## src/rtl/operand_feeder_pkg.sv

```systemverilog
// Shared types and constants for the operand feeder: FSM state encoding,
// default geometry, and operand/instruction widths.
package operand_feeder_pkg;

  localparam int DEPTH_DEF   = 8;
  localparam int TIMEOUT_DEF = 16;
  localparam int INSTR_W     = 3;
  localparam int DATA_W      = 8;
  localparam int PAIR_W      = 2 * DATA_W;

  typedef enum logic [2:0] {
    S_IDLE   = 3'd0,
    S_START  = 3'd1,
    S_STREAM = 3'd2,
    S_GAP    = 3'd3,
    S_LAST   = 3'd4,
    S_WAIT   = 3'd5,
    S_DONE   = 3'd6
  } state_t;

  // Operand A occupies the upper byte of a buffered pair.
  function automatic logic [PAIR_W-1:0] pack_pair(input logic [DATA_W-1:0] a,
                                                  input logic [DATA_W-1:0] b);
    return {a, b};
  endfunction

endpackage

```

## src/rtl/operand_feeder_if.sv

```systemverilog
// Downstream handshake between the operand feeder (master) and the
// max-finder (slave).
interface operand_feeder_if;
  import operand_feeder_pkg::*;

  logic               start;
  logic               valid;
  logic               one_left;
  logic [DATA_W-1:0]  Data_A;
  logic [DATA_W-1:0]  Data_B;
  logic [INSTR_W-1:0] instruction;
  logic               stall;
  logic               finish;
  logic [DATA_W-1:0]  maximum;

  modport master (
    output start, valid, one_left, Data_A, Data_B, instruction,
    input  stall, finish, maximum
  );

  modport slave (
    input  start, valid, one_left, Data_A, Data_B, instruction,
    output stall, finish, maximum
  );

endinterface

```

## src/rtl/operand_feeder_pair_fifo.sv

```systemverilog
// Circular buffer of operand pairs; reset empties it by clearing the
// pointers and the occupancy count.
module pair_fifo
  import operand_feeder_pkg::*;
#(
  parameter int DEPTH = DEPTH_DEF
) (
  input  logic                   clk,
  input  logic                   rst,
  input  logic                   push_i,
  input  logic [PAIR_W-1:0]      din_i,
  input  logic                   pop_i,
  output logic [PAIR_W-1:0]      dout_o,
  output logic [$clog2(DEPTH):0] count_o,
  output logic                   full_o,
  output logic                   empty_o
);

  localparam int AW = $clog2(DEPTH);
  localparam int CW = AW + 1;

  logic [PAIR_W-1:0] mem_q [DEPTH];
  logic [AW-1:0]     wr_ptr_q;
  logic [AW-1:0]     rd_ptr_q;
  logic [CW-1:0]     count_q;
  logic              push_ok_s;
  logic              pop_ok_s;

  assign full_o    = (count_q == CW'(DEPTH));
  assign empty_o   = (count_q == CW'(0));
  assign push_ok_s = push_i && !full_o;
  assign pop_ok_s  = pop_i && !empty_o;
  assign dout_o    = mem_q[rd_ptr_q];
  assign count_o   = count_q;

  // Pair storage; contents are don't-care until written.
  always_ff @(posedge clk) begin
    if (push_ok_s) begin
      mem_q[wr_ptr_q] <= din_i;
    end
  end

  // Pointers wrap naturally at DEPTH because DEPTH is a power of two.
  always_ff @(posedge clk or posedge rst) begin
    if (rst) begin
      wr_ptr_q <= '0;
      rd_ptr_q <= '0;
      count_q  <= '0;
    end else begin
      if (push_ok_s) begin
        wr_ptr_q <= wr_ptr_q + AW'(1);
      end
      if (pop_ok_s) begin
        rd_ptr_q <= rd_ptr_q + AW'(1);
      end
      case ({push_ok_s, pop_ok_s})
        2'b10:   count_q <= count_q + CW'(1);
        2'b01:   count_q <= count_q - CW'(1);
        default: count_q <= count_q;
      endcase
    end
  end

endmodule

```

## src/rtl/operand_feeder.sv

```systemverilog
// Buffers host operand pairs and streams them to a downstream max-finder,
// inserting a two-cycle gap before the final pair and waiting for its result.
module operand_feeder
  import operand_feeder_pkg::*;
#(
  parameter int DEPTH   = DEPTH_DEF,
  parameter int TIMEOUT = TIMEOUT_DEF
) (
  input  logic                   clk,
  input  logic                   rst,
  input  logic                   wr_en_i,
  input  logic [DATA_W-1:0]      wr_a_i,
  input  logic [DATA_W-1:0]      wr_b_i,
  input  logic                   go_i,
  input  logic [INSTR_W-1:0]     instr_in_i,
  operand_feeder_if.master       ds,
  output logic                   full_o,
  output logic [$clog2(DEPTH):0] count_o,
  output logic                   busy_o,
  output logic                   done_o,
  output logic                   err_o,
  output logic [DATA_W-1:0]      result_o
);

  localparam int CW = $clog2(DEPTH) + 1;
  localparam int TW = $clog2(TIMEOUT) + 1;

  state_t             state_q, state_d;
  logic [INSTR_W-1:0] instr_q, instr_d;
  logic               gap_q, gap_d;
  logic [TW-1:0]      timer_q, timer_d;
  logic               start_q, start_d;
  logic               valid_q, valid_d;
  logic               one_left_q, one_left_d;
  logic [DATA_W-1:0]  data_a_q, data_a_d;
  logic [DATA_W-1:0]  data_b_q, data_b_d;
  logic [INSTR_W-1:0] instruction_q, instruction_d;
  logic               busy_q, busy_d;
  logic               done_q, done_d;
  logic               err_q, err_d;
  logic [DATA_W-1:0]  result_q, result_d;

  logic               push_s;
  logic               pop_s;
  logic [PAIR_W-1:0]  head_s;
  logic [CW-1:0]      count_s;
  logic               full_s;
  logic               empty_s;

  assign push_s = wr_en_i && !full_s && (state_q == S_IDLE);

  pair_fifo #(.DEPTH(DEPTH)) u_fifo (
    .clk     (clk),
    .rst     (rst),
    .push_i  (push_s),
    .din_i   (pack_pair(wr_a_i, wr_b_i)),
    .pop_i   (pop_s),
    .dout_o  (head_s),
    .count_o (count_s),
    .full_o  (full_s),
    .empty_o (empty_s)
  );

  // Next state and next registered outputs; outputs reflect the state being left.
  always_comb begin
    state_d       = state_q;
    instr_d       = instr_q;
    gap_d         = gap_q;
    timer_d       = timer_q;
    start_d       = 1'b0;
    valid_d       = 1'b0;
    one_left_d    = 1'b0;
    data_a_d      = '0;
    data_b_d      = '0;
    instruction_d = instr_q;
    busy_d        = 1'b1;
    done_d        = 1'b0;
    err_d         = err_q;
    result_d      = result_q;
    pop_s         = 1'b0;
    case (state_q)
      S_IDLE: begin
        busy_d        = 1'b0;
        instruction_d = '0;
        if (go_i && !empty_s) begin
          state_d = S_START;
          instr_d = instr_in_i;
          err_d   = 1'b0;
          gap_d   = 1'b0;
          timer_d = '0;
        end else begin
          state_d = S_IDLE;
        end
      end
      S_START: begin
        start_d = 1'b1;
        if (count_s >= CW'(2)) begin
          state_d = S_STREAM;
        end else begin
          state_d = S_GAP;
        end
      end
      S_STREAM: begin
        if (!ds.stall) begin
          valid_d  = 1'b1;
          data_a_d = head_s[PAIR_W-1:DATA_W];
          data_b_d = head_s[DATA_W-1:0];
          pop_s    = 1'b1;
          // Popping from two entries leaves only the final pair.
          if (count_s == CW'(2)) begin
            state_d = S_GAP;
          end else begin
            state_d = S_STREAM;
          end
        end else begin
          state_d = S_STREAM;
        end
      end
      S_GAP: begin
        one_left_d = 1'b1;
        if (gap_q) begin
          gap_d   = 1'b0;
          state_d = S_LAST;
        end else begin
          gap_d   = 1'b1;
          state_d = S_GAP;
        end
      end
      S_LAST: begin
        one_left_d = 1'b1;
        if (!ds.stall) begin
          valid_d  = 1'b1;
          data_a_d = head_s[PAIR_W-1:DATA_W];
          data_b_d = head_s[DATA_W-1:0];
          pop_s    = 1'b1;
          timer_d  = '0;
          state_d  = S_WAIT;
        end else begin
          state_d = S_LAST;
        end
      end
      S_WAIT: begin
        if (ds.finish) begin
          result_d = ds.maximum;
          state_d  = S_DONE;
        end else if (timer_q == TW'(TIMEOUT - 1)) begin
          err_d   = 1'b1;
          state_d = S_DONE;
        end else begin
          timer_d = timer_q + TW'(1);
          state_d = S_WAIT;
        end
      end
      S_DONE: begin
        done_d  = 1'b1;
        state_d = S_IDLE;
      end
      default: begin
        busy_d        = 1'b0;
        instruction_d = '0;
        state_d       = S_IDLE;
      end
    endcase
  end

  // State and output registers, all cleared asynchronously by rst.
  always_ff @(posedge clk or posedge rst) begin
    if (rst) begin
      state_q       <= S_IDLE;
      instr_q       <= '0;
      gap_q         <= 1'b0;
      timer_q       <= '0;
      start_q       <= 1'b0;
      valid_q       <= 1'b0;
      one_left_q    <= 1'b0;
      data_a_q      <= '0;
      data_b_q      <= '0;
      instruction_q <= '0;
      busy_q        <= 1'b0;
      done_q        <= 1'b0;
      err_q         <= 1'b0;
      result_q      <= '0;
    end else begin
      state_q       <= state_d;
      instr_q       <= instr_d;
      gap_q         <= gap_d;
      timer_q       <= timer_d;
      start_q       <= start_d;
      valid_q       <= valid_d;
      one_left_q    <= one_left_d;
      data_a_q      <= data_a_d;
      data_b_q      <= data_b_d;
      instruction_q <= instruction_d;
      busy_q        <= busy_d;
      done_q        <= done_d;
      err_q         <= err_d;
      result_q      <= result_d;
    end
  end

  assign ds.start       = start_q;
  assign ds.valid       = valid_q;
  assign ds.one_left    = one_left_q;
  assign ds.Data_A      = data_a_q;
  assign ds.Data_B      = data_b_q;
  assign ds.instruction = instruction_q;
  assign full_o         = full_s;
  assign count_o        = count_s;
  assign busy_o         = busy_q;
  assign done_o         = done_q;
  assign err_o          = err_q;
  assign result_o       = result_q;

endmodule
```

## src/flat_wrapper.sv

```systemverilog
// flat-port wrapper written by rule: the top's interface ports become plain ports
module operand_feeder_flat import operand_feeder_pkg::*;
#(
  parameter int DEPTH   = DEPTH_DEF,
  parameter int TIMEOUT = TIMEOUT_DEF
)
  (clk, rst, wr_en_i, wr_a_i, wr_b_i, go_i, instr_in_i, full_o, count_o, busy_o, done_o, err_o, result_o, ds_start, ds_valid, ds_one_left, ds_Data_A, ds_Data_B, ds_instruction, ds_stall, ds_finish, ds_maximum);
  operand_feeder_if ds_i ();
  input  logic clk;
  input  logic rst;
  input  logic wr_en_i;
  input  logic [DATA_W-1:0] wr_a_i;
  input  logic [DATA_W-1:0] wr_b_i;
  input  logic go_i;
  input  logic [INSTR_W-1:0] instr_in_i;
  output logic full_o;
  output logic [$clog2(DEPTH):0] count_o;
  output logic busy_o;
  output logic done_o;
  output logic err_o;
  output logic [DATA_W-1:0] result_o;
  output wire logic [$bits(ds_i.start)-1:0] ds_start;
  output wire logic [$bits(ds_i.valid)-1:0] ds_valid;
  output wire logic [$bits(ds_i.one_left)-1:0] ds_one_left;
  output wire logic [$bits(ds_i.Data_A)-1:0] ds_Data_A;
  output wire logic [$bits(ds_i.Data_B)-1:0] ds_Data_B;
  output wire logic [$bits(ds_i.instruction)-1:0] ds_instruction;
  input wire logic [$bits(ds_i.stall)-1:0] ds_stall;
  input wire logic [$bits(ds_i.finish)-1:0] ds_finish;
  input wire logic [$bits(ds_i.maximum)-1:0] ds_maximum;
  assign ds_start = ds_i.start;
  assign ds_valid = ds_i.valid;
  assign ds_one_left = ds_i.one_left;
  assign ds_Data_A = ds_i.Data_A;
  assign ds_Data_B = ds_i.Data_B;
  assign ds_instruction = ds_i.instruction;
  assign ds_i.stall = ds_stall;
  assign ds_i.finish = ds_finish;
  assign ds_i.maximum = ds_maximum;
  operand_feeder #(.DEPTH(DEPTH), .TIMEOUT(TIMEOUT)) u_core (.clk(clk), .rst(rst), .wr_en_i(wr_en_i), .wr_a_i(wr_a_i), .wr_b_i(wr_b_i), .go_i(go_i), .instr_in_i(instr_in_i), .ds(ds_i), .full_o(full_o), .count_o(count_o), .busy_o(busy_o), .done_o(done_o), .err_o(err_o), .result_o(result_o));
endmodule
```

## config.mk

```make
export PLATFORM = sky130hd
export DESIGN_NAME = operand_feeder_flat
export DESIGN_NICKNAME = d
export VERILOG_FILES = /design/src/rtl/operand_feeder_pkg.sv /design/src/rtl/operand_feeder_if.sv /design/src/rtl/operand_feeder_pair_fifo.sv /design/src/rtl/operand_feeder.sv /design/src/flat_wrapper.sv
export SDC_FILE = /design/constraint.sdc
export NUM_CORES = 1
export LEC_CHECK = 0
export CORE_ASPECT_RATIO = 1.5
export CORE_MARGIN = 2
export CORE_UTILIZATION = 50
export DETAILED_ROUTE_END_ITERATION = 8
export GPL_TIMING_DRIVEN = 0
export HOLD_SLACK_MARGIN = 0.06
export PLACE_DENSITY = 0.71
export SLEW_MARGIN = 10
export SYNTH_ARGS = -nofsm -noshare
export SYNTH_HDL_FRONTEND = slang
export SYNTH_SLANG_ARGS = --single-unit
```

## constraint.sdc

```tcl
create_clock -name clk -period 3.04 [get_ports clk]
set_clock_uncertainty 0.1 [all_clocks]
set_input_delay 0.608 -clock clk [delete_from_list [all_inputs] [get_ports clk]]
set_output_delay 0.608 -clock clk [all_outputs]
set_load 0.01 [all_outputs]
```

==> summary.txt <==
Worst setup path
  • CP max stage delay: 0.52 ns
  • Critical Path Sink Type: output port
  • Crit path required time: 2.33 ns
  • Slowest cell on the critical path: clkdlybuf4s50_1
  • WP buf/inv: 3
  • Critical path data arrival time: 2.07 ns
  • Top delay family on crit path: buffers and inverters
  • Setup CP Type: register to output port
  • Crit-path cells: buf_6 -> or4b_4 -> inv_1 -> clkdlybuf4s50_1
  • Startpoint types: register
  • Crit path max fanout: 10

STA
  • Smallest setup slack after layout: 0.260 ns
  • Final setup viols: 0
  • Worst-Margin Slew: 0.753 ns
  • Fmax: 0.360 GHz
  • Max-slew violation count: 0
  • Final min period: 2.78 ns
  • Slew headroom: 49.8%
  • RSZ-0062 raised after global routing: false
  • Tcrit/Tclk final: 91.5%
  • Final hold violation count: 0

Global routing
  • Vias in the first global route: 4090
  • Largest net degree at the start of global routing: 40
  • Initial antenna violation count: 0
  • First-pass GRT wire length: 22.4 mm
  • GRT Overall Usage: 20.2%
  • Total gr overflow: 0

Clock tree
  • Maximum root-to-sink buffer count: 2
  • TritonCTS Buffers: 17
  • Resized Gates After CTS: 0
  • Clk root buf: clkbuf_16
  • Worst-Skew Late Latency: 0.42 ns
  • Post CTS Setup Buffer Count: 0
  • Clk slew on worst S/H paths: 0.07 ns
  • Sink Count: 183
  • TritonCTS clock tree: built
  • H-tree depth: 4
  • Cts hold-fix bufs: 0

Layout
  • Layout area overhead: 23.7%
  • Fillers: 1015
  • Storage cell area: 0.00522 mm²
  • Design Area, Final: 0.00896 mm²
  • Ratio of cells with drive above 1 in the final layout: 25.3%
  • N_diodes: 0
  • Multi-input logic area: 0.00189 mm²
  • Post-layout net count: 533

Floorplanning
  • Row cnt: 53
  • Full die area: 0.0155 mm²
  • Chip width: 102 µm
  • Core Box Area: 0.0141 mm²
  • Die H: 151 µm
  • Ports: 71
  • Starting density of the core: 51.5%

Yosys
  • Mapped cell area: 0.00724 mm²
  • Most used DFF post-synth: edfxtp_1
  • Sequential cell area fraction in the yosys report: 72.1%
  • Synth Area in Adders: 1.21%
  • Synth unique cells: 55
  • Warnings, synthesis: 0
  • Avg Cell Area, Syn: 18.4 µm²
  • Largest family of logic cells by synthesized area: multiplexers
  • Compound-Gate Fraction of Synth Area: 2.18%
  • Mux cell area share after synthesis: 15.4%
  • EDFF count, synth: 128
  • Net Count, Synth: 433
  • #FFs+latches synth: 183
  • Synth Area in XOR/XNOR: 0.967%
  • Synth Instances: 393
  • Post-synthesis simple-gate area fraction: 5.96%
  • Async SR Flop Fraction: 30.1%

Placement
  • GPL Wtd Cong: 0.796
  • Dpl ws: 0.0295 ns
  • Post-DP HPWL: 9.70 mm
  • Dpl cell area: 0.00838 mm²
  • IO buf count: 70

Min path
  • Hold Crit Class: register to register

Power and ir drop
  • P_leak: 3.26 nW
  • PwrDens: 887 mW/mm²
  • Maximum vdd drop: 0.458 mV

Outcome
  • Run status: finished clean

Routing
  • DRT Pass-1 Iters: 4
  • Post-Route WL: 14.4 mm
  • DRT iter0 DRCs: 254
  • DR WL/cell: 20.6 µm
  • Routed Antenna Nets: 0
  • Routed vias: 3792
  • Routed vias/inst: 5.43
  • # DRC: 0

Flow run
  • Max cap viols: 0
-- cell families after synthesis --
family / count (synthesis)
compound gates: 19
xor+xnor: 8
fa+ha+maj: 7
buf+inv: 29
flops: 183
mux: 68
simple gates: 79
-- Yosys cell counts, types with 2 or more instances --
| master | n | area, µm² |
|---|---|---|
| edfxtp_1 | 128 | 3840 |
| dfrtp_1 | 55 | 1380 |
| mux4_2 | 32 | 721 |
| nor2_1 | 32 | 120 |
| mux2i_1 | 21 | 210 |
| nand2_1 | 12 | 45.0 |
| inv_1 | 9 | 33.8 |
| mux2_2 | 9 | 101 |
| ha_1 | 7 | 87.6 |
| mux2_4 | 5 | 75.1 |
| nand2b_1 | 5 | 31.3 |
| nor3_1 | 5 | 25.0 |
| xnor2_1 | 5 | 43.8 |
| buf_2 | 4 | 20.0 |
| buf_4 | 4 | 30.0 |
| clkbuf_1 | 4 | 15.0 |
| a21oi_1 | 3 | 15.0 |
| and2_1 | 3 | 18.8 |
| buf_6 | 3 | 33.8 |
| nand3_1 | 3 | 15.0 |
| xor2_1 | 3 | 26.3 |
| inv_2 | 2 | 7.51 |
| nand2_2 | 2 | 12.5 |
| nand2b_2 | 2 | 17.5 |
| nor3b_1 | 2 | 15.0 |
| o21ai_0 | 2 | 10.0 |
| o22ai_1 | 2 | 12.5 |
| or4_1 | 2 | 15.0 |
-- sequential cells by signal (all words and copies together), names as in the netlist, 3 cells and up --
register                cells
u_core.ds.Data_A            8
u_core.ds.Data_B            8
u_core.ds.instruction       3
u_core.instr_q              3
u_core.result_o             8
u_core.state_q              3
u_core.timer_q              5
u_core.u_fifo.count_o       4
u_core.u_fifo.mem_q       128
u_core.u_fifo.rd_ptr_q      3
u_core.u_fifo.wr_ptr_q      3
-- worst paths after layout --
| kind | from | to | slack (ns) | cells past startpoint |
|---|---|---|---|---|
| worst max-delay path | u_core.u_fifo.count_o[1] | full_o | 0.26 | 4 |
| worst min-delay path | u_core.instr_q[1] | u_core.ds.instruction[1] | 0.39 | 1 |
| worst max register to register | u_core.u_fifo.count_o[1] | u_core.u_fifo.count_o[2] | 0.39 | 11 |
| worst min register to register | u_core.instr_q[1] | u_core.ds.instruction[1] | 0.39 | 1 |
| max in group asynchronous | rst | u_core.ds.Data_A[3] | 1.86 | 3 |
| min in group asynchronous | rst | u_core.ds.Data_B[1] | 0.41 | 2 |
-- through the flow --
step	utilization (%)	cells	TNS [ns]	total power, mW	hold WS [ns]
floorplan	-	393	0	4.94	0.354
global placement	58.2	655	-68.37	5.76	0.365
detailed placement	59.6	666	0	5.90	0.374
CTS	63.7	698	0	8.03	0.396
global route	63.7	698	0	8.33	0.427
finish	63.7	698	0	7.95	0.390
-- routing by layer --
layer  routed length, µm  track usage, %
met1                5700            23.1
met2                7910            36.9
met3                 484            4.20
met4                 308            7.27
met5                   0               0
-- power by group --
| part | internal [mW] | switching (mW) |
|---|---|---|
| Combinational | 1.34 | 1.21 |
| Clock | 1.16 | 0.976 |
| Sequential | 3.05 | 0.210 |
| Total | 5.55 | 2.40 |
-- worst reg2reg max path, delay by kind of cell, from the launching register on --
kind	cells	cell delay [ns]
simple gates	3	0.80
fa+ha+maj	2	0.45
flops	1	0.41
xor+xnor	3	0.40
buf+inv	2	0.24
compound gates	1	0.15
-- layout by cell type, fill, tap and decap left out, types with 7 or more instances in the layout --
cell type,Yosys,final
ha_1,7,7
nor2_2,1,7
clkdlybuf4s50_1,0,70
edfxtp_1,128,128
mux2i_1,21,21
clkbuf_16,0,17
dfrtp_1,55,55
mux4_2,32,32
mux2_2,9,9
nand2_1,12,12
nor2_1,32,26
inv_1,9,8
-- layout make-up --
cell class	count	share of cell area, %
buffer	17	1.20
clock buffer	17	4.75
clock inverter	15	1.73
inverter	12	0.559
multi-input combinational	181	21.1
sequential	183	58.3
tap	192	2.68
timing repair buffer	81	9.73
(Power assumes the default switching activity.)
==> RTL edit 1 (same flow settings) <==
Take the reset off `result_q` and load it in a clocked block of its own.
--- a/src/rtl/operand_feeder.sv
+++ b/src/rtl/operand_feeder.sv
@@ -179,7 +179,6 @@
       busy_q        <= 1'b0;
       done_q        <= 1'b0;
       err_q         <= 1'b0;
-      result_q      <= '0;
     end else begin
       state_q       <= state_d;
       instr_q       <= instr_d;
@@ -194,8 +193,11 @@
       busy_q        <= busy_d;
       done_q        <= done_d;
       err_q         <= err_d;
-      result_q      <= result_d;
     end
+  end
+
+  always_ff @(posedge clk) begin
+    result_q <= result_d;
   end
 
   assign ds.start       = start_q;
Check against the original RTL: differs if rst is asserted again (counterexample within 10 cycles, from zero or initial values and one cycle with rst high); with rst held inactive, the same outputs for 10 cycles.
==> RTL edit 1 against the unedited design <==
- combinational power fell by 11%
- sequential share of layout area rose by 1.8 points
- count of clock-buffer cells in the layout rose by 1
- power fell by 2.7%
- critical path depth rose by 3
- design area fell by 2.3%
- worst setup slack got worse by 5.1 ps
- wire length fell by 3.6%
- core utilization fell by 0.55 points
- area after synthesis fell by 3.4%
- sequential cell count did not move
- cell count fell by 8.0%
- largest cell class unchanged
- highest routed layer unchanged
==> RTL edit 1: results (changes against the unedited design) <==
----------------------------------------------------
[Detailed routing]
  Iteration-0 DRC Markers ... 262 (was 254)
  Via count normalized by instance count ... 5.717 (was 5.433)
  Final wirelength ... 13890 um (was 14400 um)
  Vias ... 3670 (was 3792)

[Power]
  VDD IR max ... 0.4895 mV (was 0.4575 mV)
  Leakage Power ... 0.003105 uW (was 0.003263 uW)

[Place]
  HPWL after DPL ... 9186 um (was 9696 um)
  Placed cells ... 610 (was 666)
  Area after detailed placement ... 0.008158 mm^2 (was 0.008381 mm^2)

[Global route]
  Gr usage total ... 0.1995 (was 0.2019)
  Global-route wire length before repair ... 21660 um (was 22360 um)
  Vias in the first global route ... 3833 (was 4090)

[Synthesis]
  Mean Syn Cell Area ... 19.23 um^2 (was 18.43 um^2)
  Number of distinct library cells after synthesis ... 47 (was 55)
  Top area cells in the synthesized netlist ... sky130_fd_sc_hd__edfxtp_1 58%, sky130_fd_sc_hd__dfrtp_1 17%, sky130_fd_sc_hd__mux4_2 10% (was sky130_fd_sc_hd__edfxtp_1 53%, sky130_fd_sc_hd__dfrtp_1 19%, sky130_fd_sc_hd__mux4_2 9.9%)
  Fraction of the mapped netlist area in compound gates ... 0.04486 (was 0.02177)
  Sequential area share after synthesis ... 0.7514 (was 0.7207)
  Xor/xnor share of the synthesized area ... 0.01126 (was 0.009674)
  Synthesized netlist net count ... 404 (was 433)
  Number of synthesized flops with an enable pin ... 136 (was 128)
  Post-synthesis mux area share ... 0.1110 (was 0.1544)
  Adder-cell share of the synthesized area ... 0.01251 (was 0.01209)

[Setup path]
  Delay of the slowest critical-path stage ... 550 ps (was 520 ps)
  Largest fanout on the critical path ... 8 (was 10)
  Endpoint arrival time on the critical path ... 2820 ps (was 2070 ps)
  Number of cells on the worst reg-to-reg path ... 7 (was 11)
  Cell class contributing the biggest share of worst-path delay ... simple AND/OR/NAND/NOR gates (was buffers and inverters)

[Outcome]
  Status ... complete, no violations (unchanged)

[Cells and area]
  Share of cells above drive strength 1 ... 0.2159 (was 0.2530)
  Post-layout nets ... 504 (was 533)
  Top reg by flops ... u_core.u_fifo.mem_q (unchanged)

[CTS]
  Worst-Skew Late Latency ... 430 ps

----------------------------------------------------
[RTL edit 1: stage by stage]
stage | worst slack (ps) | TNS, ps | util | power, uW
3_5_place_dp | 3.745 | 0 | 0.5886 | 5582
6_report | 254.6 | 0 | 0.6319 | 7735
4_1_cts | 219.7 | 0 | 0.6319 | 7815
2_1_floorplan | 197.3 | 0 | - | 4711
3_3_place_gp | -1246 | -71500 | 0.5706 | 5446
5_1_grt | 65.93 | 0 | 0.6319 | 8131
[RTL edit 1: cells by family after synthesis]
family,Yosys count
multiplexers,37
flip-flops,183
AND/OR/NAND/NOR,66
AO/OA/AOI/OAI,39
buffers and inverters,23
adder cells (fa/ha/maj),7
XOR/XNOR,9
[RTL edit 1: per-layer routing]
layer,part of all wire,vias up,GRT usage
met1,0.39,1890,0.2446
met4,0.018,0,0.07123
met5,0,-,0
met3,0.045,19,0.05014
met2,0.54,120,0.3417
li1,-,1641,-
[RTL edit 1: where the power goes]
part | internal [uW] | switching (uW) | leakage, uW
clock | 1300 | 929 | 0.000287
sequential | 3050 | 196 | 0.00183
combinational | 1170 | 1100 | 0.000989
[RTL edit 1: area by class of cell]
class | instances | area [um^2]
Fill cell | 970 | 5101
Multi-Input combinational cell | 158 | 1664
Clock buffer | 18 | 429.2
Timing Repair Buffer | 81 | 925.9
Buffer | 17 | 78.83
Sequential cell | 183 | 5260
Tap cell | 165 | 206.4
Inverter | 6 | 22.52
Clock inverter | 14 | 171.4
[RTL edit 1: worst register-to-register path: stages, from the launching register on]
cell and delay, ps:
sky130_fd_sc_hd__dfrtp_1 360, sky130_fd_sc_hd__clkbuf_1 210, sky130_fd_sc_hd__nor2_1 360, sky130_fd_sc_hd__and4bb_2 350, sky130_fd_sc_hd__nand2b_1 180, sky130_fd_sc_hd__nor3_2 550, sky130_fd_sc_hd__buf_6 230, sky130_fd_sc_hd__buf_6 160
[RTL edit 1: worst paths after layout]
path | to | start | slack, ps
setup / recovery | u_core.u_fifo.mem_q[0][4] | u_core.state_q[0] | 250
hold / removal | u_core.ds.instruction[2] | u_core.instr_q[2] | 380
setup reg to reg | u_core.u_fifo.mem_q[0][4] | u_core.state_q[0] | 250
hold reg to reg | u_core.ds.instruction[2] | u_core.instr_q[2] | 380
max in group asynchronous | u_core.state_q[1] | rst | 1840
min in group asynchronous | u_core.ds.Data_B[6] | rst | 470
==> RTL edit 2 (same settings) <==
Made on the original files. Set the package constant `DEPTH_DEF` to 16 (it was 8).
--- a/src/rtl/operand_feeder_pkg.sv
+++ b/src/rtl/operand_feeder_pkg.sv
@@ -2,7 +2,7 @@
 // default geometry, and operand/instruction widths.
 package operand_feeder_pkg;
 
-  localparam int DEPTH_DEF   = 8;
+  localparam int DEPTH_DEF   = 16;
   localparam int TIMEOUT_DEF = 16;
   localparam int INSTR_W     = 3;
   localparam int DATA_W      = 8;
Ports: changed (resized count_o); port bits go from 71 to 72. No check against the original RTL was run, so the function may have changed too.
==> RTL edit 2 against the unedited design <==
- worst setup slack worse by 180 ps
- critical path type is now reg -> reg
- clock power up 69%
- largest power group unchanged
- design area up 65%
- wire length up 81%
- sequential cell count up 131
- highest routed layer unchanged
- area after synthesis up 70%
- power up 66%
- non-clock buffer count up 32
- global-route usage up 0.23 points
==> RTL edit 2: results (changes against the unedited design) <==
----------------------------------------------------
[Synthesis]
  Share of synthesized registers carrying an async set or reset ... 0.1847 (was 0.3005)
  Fraction of the mapped netlist area in compound gates ... 0.03076 (was 0.02177)
  Adder-cell share of the synthesized area ... 0.01279 (was 0.01209)
  Post-synth top cells ... 256 x sky130_fd_sc_hd__edfxtp_1, 64 x sky130_fd_sc_hd__mux4_2, 58 x sky130_fd_sc_hd__dfrtp_1, 30 x sky130_fd_sc_hd__mux2_2 (was 128 x sky130_fd_sc_hd__edfxtp_1, 55 x sky130_fd_sc_hd__dfrtp_1, 32 x sky130_fd_sc_hd__mux4_2, 32 x sky130_fd_sc_hd__nor2_1, 21 x sky130_fd_sc_hd__mux2i_1)
  Sequential area share after synthesis ... 0.7416 (was 0.7207)
  Synthesized netlist net count ... 668 (was 433)
  Number of distinct library cells after synthesis ... 49 (was 55)
  Number of synthesized flops with an enable pin ... 256 (was 128)

[CTS]
  Clk buf depth ... 3 (was 2)
  Worst-Skew Late Latency ... 550 ps (was 420 ps)
  CTS H-Tree Depth ... 1 (was 4)

[Setup path]
  Number of cells on the worst reg-to-reg path ... 10 (was 11)
  Critical path launch point ... u_core.u_fifo.count_o[2] (was u_core.u_fifo.count_o[1])
  Endpoint arrival time on the critical path ... 3310 ps (was 2070 ps)
  Delay of the slowest critical-path stage ... 440 ps (was 520 ps)
  Cell class contributing the biggest share of worst-path delay ... simple AND/OR/NAND/NOR gates (was buffers and inverters)
  Cell at the slowest stage of the critical path ... sky130_fd_sc_hd__dfrtp_2 (was sky130_fd_sc_hd__clkdlybuf4s50_1)

[Power]
  Switching power as a share of total power ... 0.2931 (was 0.3016)
  Total power consumption of the routed design ... 13240 uW (was 7952 uW)
  Leakage Power ... 0.005160 uW (was 0.003263 uW)
  VDD IR max ... 0.4973 mV (was 0.4575 mV)
  Share of total power in sequential cells ... 0.404 (was 0.410)

[Detailed routing]
  M1 WL ... 9573 um (was 5697 um)
  DRT Pass-1 Iters ... 5 (was 4)
  Final wirelength ... 26030 um (was 14400 um)
  Routed met2 length ... 13860 um (was 7914 um)
  Via count normalized by instance count ... 5.807 (was 5.433)

[Place]
  Placer Congestion ... 0.8123 (was 0.7961)
  Number of buffer cells added on primary ports ... 71 (was 70)
  Pre-CTS setup slack ... -370.8 ps (was 29.51 ps)
  Placed cells ... 1041 (was 666)
  Area after detailed placement ... 0.01372 mm^2 (was 0.008381 mm^2)

[Cells and area]
  Post-layout nets ... 796 (was 533)
  Final-layout fill cell count ... 1729 (was 1015)

[Global route]
  GR Util met1 ... 0.2336 (was 0.2308)
  Met3 track utilization from global routing ... 0.03876 (was 0.04199)
  Global routing usage on met2 ... 0.3663 (was 0.3694)
  Vias in the first global route ... 6830 (was 4090)

[Min path]
  Path category of the worst min-delay check ... in -> async (was reg -> reg)

[Outcome]
  Status ... complete, no violations (unchanged)

----------------------------------------------------
## RTL edit 2: cell count changes after synthesis, sizes merged, moves of 14 or more
cell / delta
edfxtp: +128
mux4: +32
o21ai: +20
nor2: -19
mux2: +15
a21oi: +14
## RTL edit 2: worst reg2reg max path, stage by stage, from the launching register on
cell                       delay (ps)
sky130_fd_sc_hd__dfrtp_2          440
sky130_fd_sc_hd__or3_4            390
sky130_fd_sc_hd__o311a_1          320
sky130_fd_sc_hd__buf_6            160
sky130_fd_sc_hd__inv_8             90
sky130_fd_sc_hd__ha_4             160
sky130_fd_sc_hd__ha_1             260
sky130_fd_sc_hd__nor2b_1          160
sky130_fd_sc_hd__o21a_1           230
sky130_fd_sc_hd__or2_2            320
sky130_fd_sc_hd__o311ai_4         260
## RTL edit 2: final timing paths
check,endpoint,slack (ps)
min in group clk,u_core.ds.instruction[2],380
max in group asynchronous,u_core.u_fifo.count_o[2],1930
max reg2reg,u_core.u_fifo.count_o[4],80
min,u_core.ds.instruction[0],340
min reg2reg,u_core.ds.instruction[2],380
max,u_core.u_fifo.count_o[4],80
## RTL edit 2: layout make-up
| cell class | instances | area [um^2] | area share |
|---|---|---|---|
| Clock inverter | 15 | 177.7 | 0.01202 |
| Multi-Input combinational cell | 262 | 3058 | 0.2068 |
| Clock buffer | 36 | 772.0 | 0.05222 |
| Timing Repair Buffer | 98 | 970.9 | 0.06567 |
| Tap cell | 324 | 405.4 | 0.02742 |
| Buffer | 32 | 196.4 | 0.01329 |
| Sequential cell | 314 | 9140 | 0.6182 |
| Inverter | 15 | 63.81 | 0.004316 |
## RTL edit 2: repair_timing
item | 4_1_cts | 5_1_grt
resized for setup | 6 | 10
endpoints found under the setup margin | 13 | 13
buffers inserted | 0 | 4
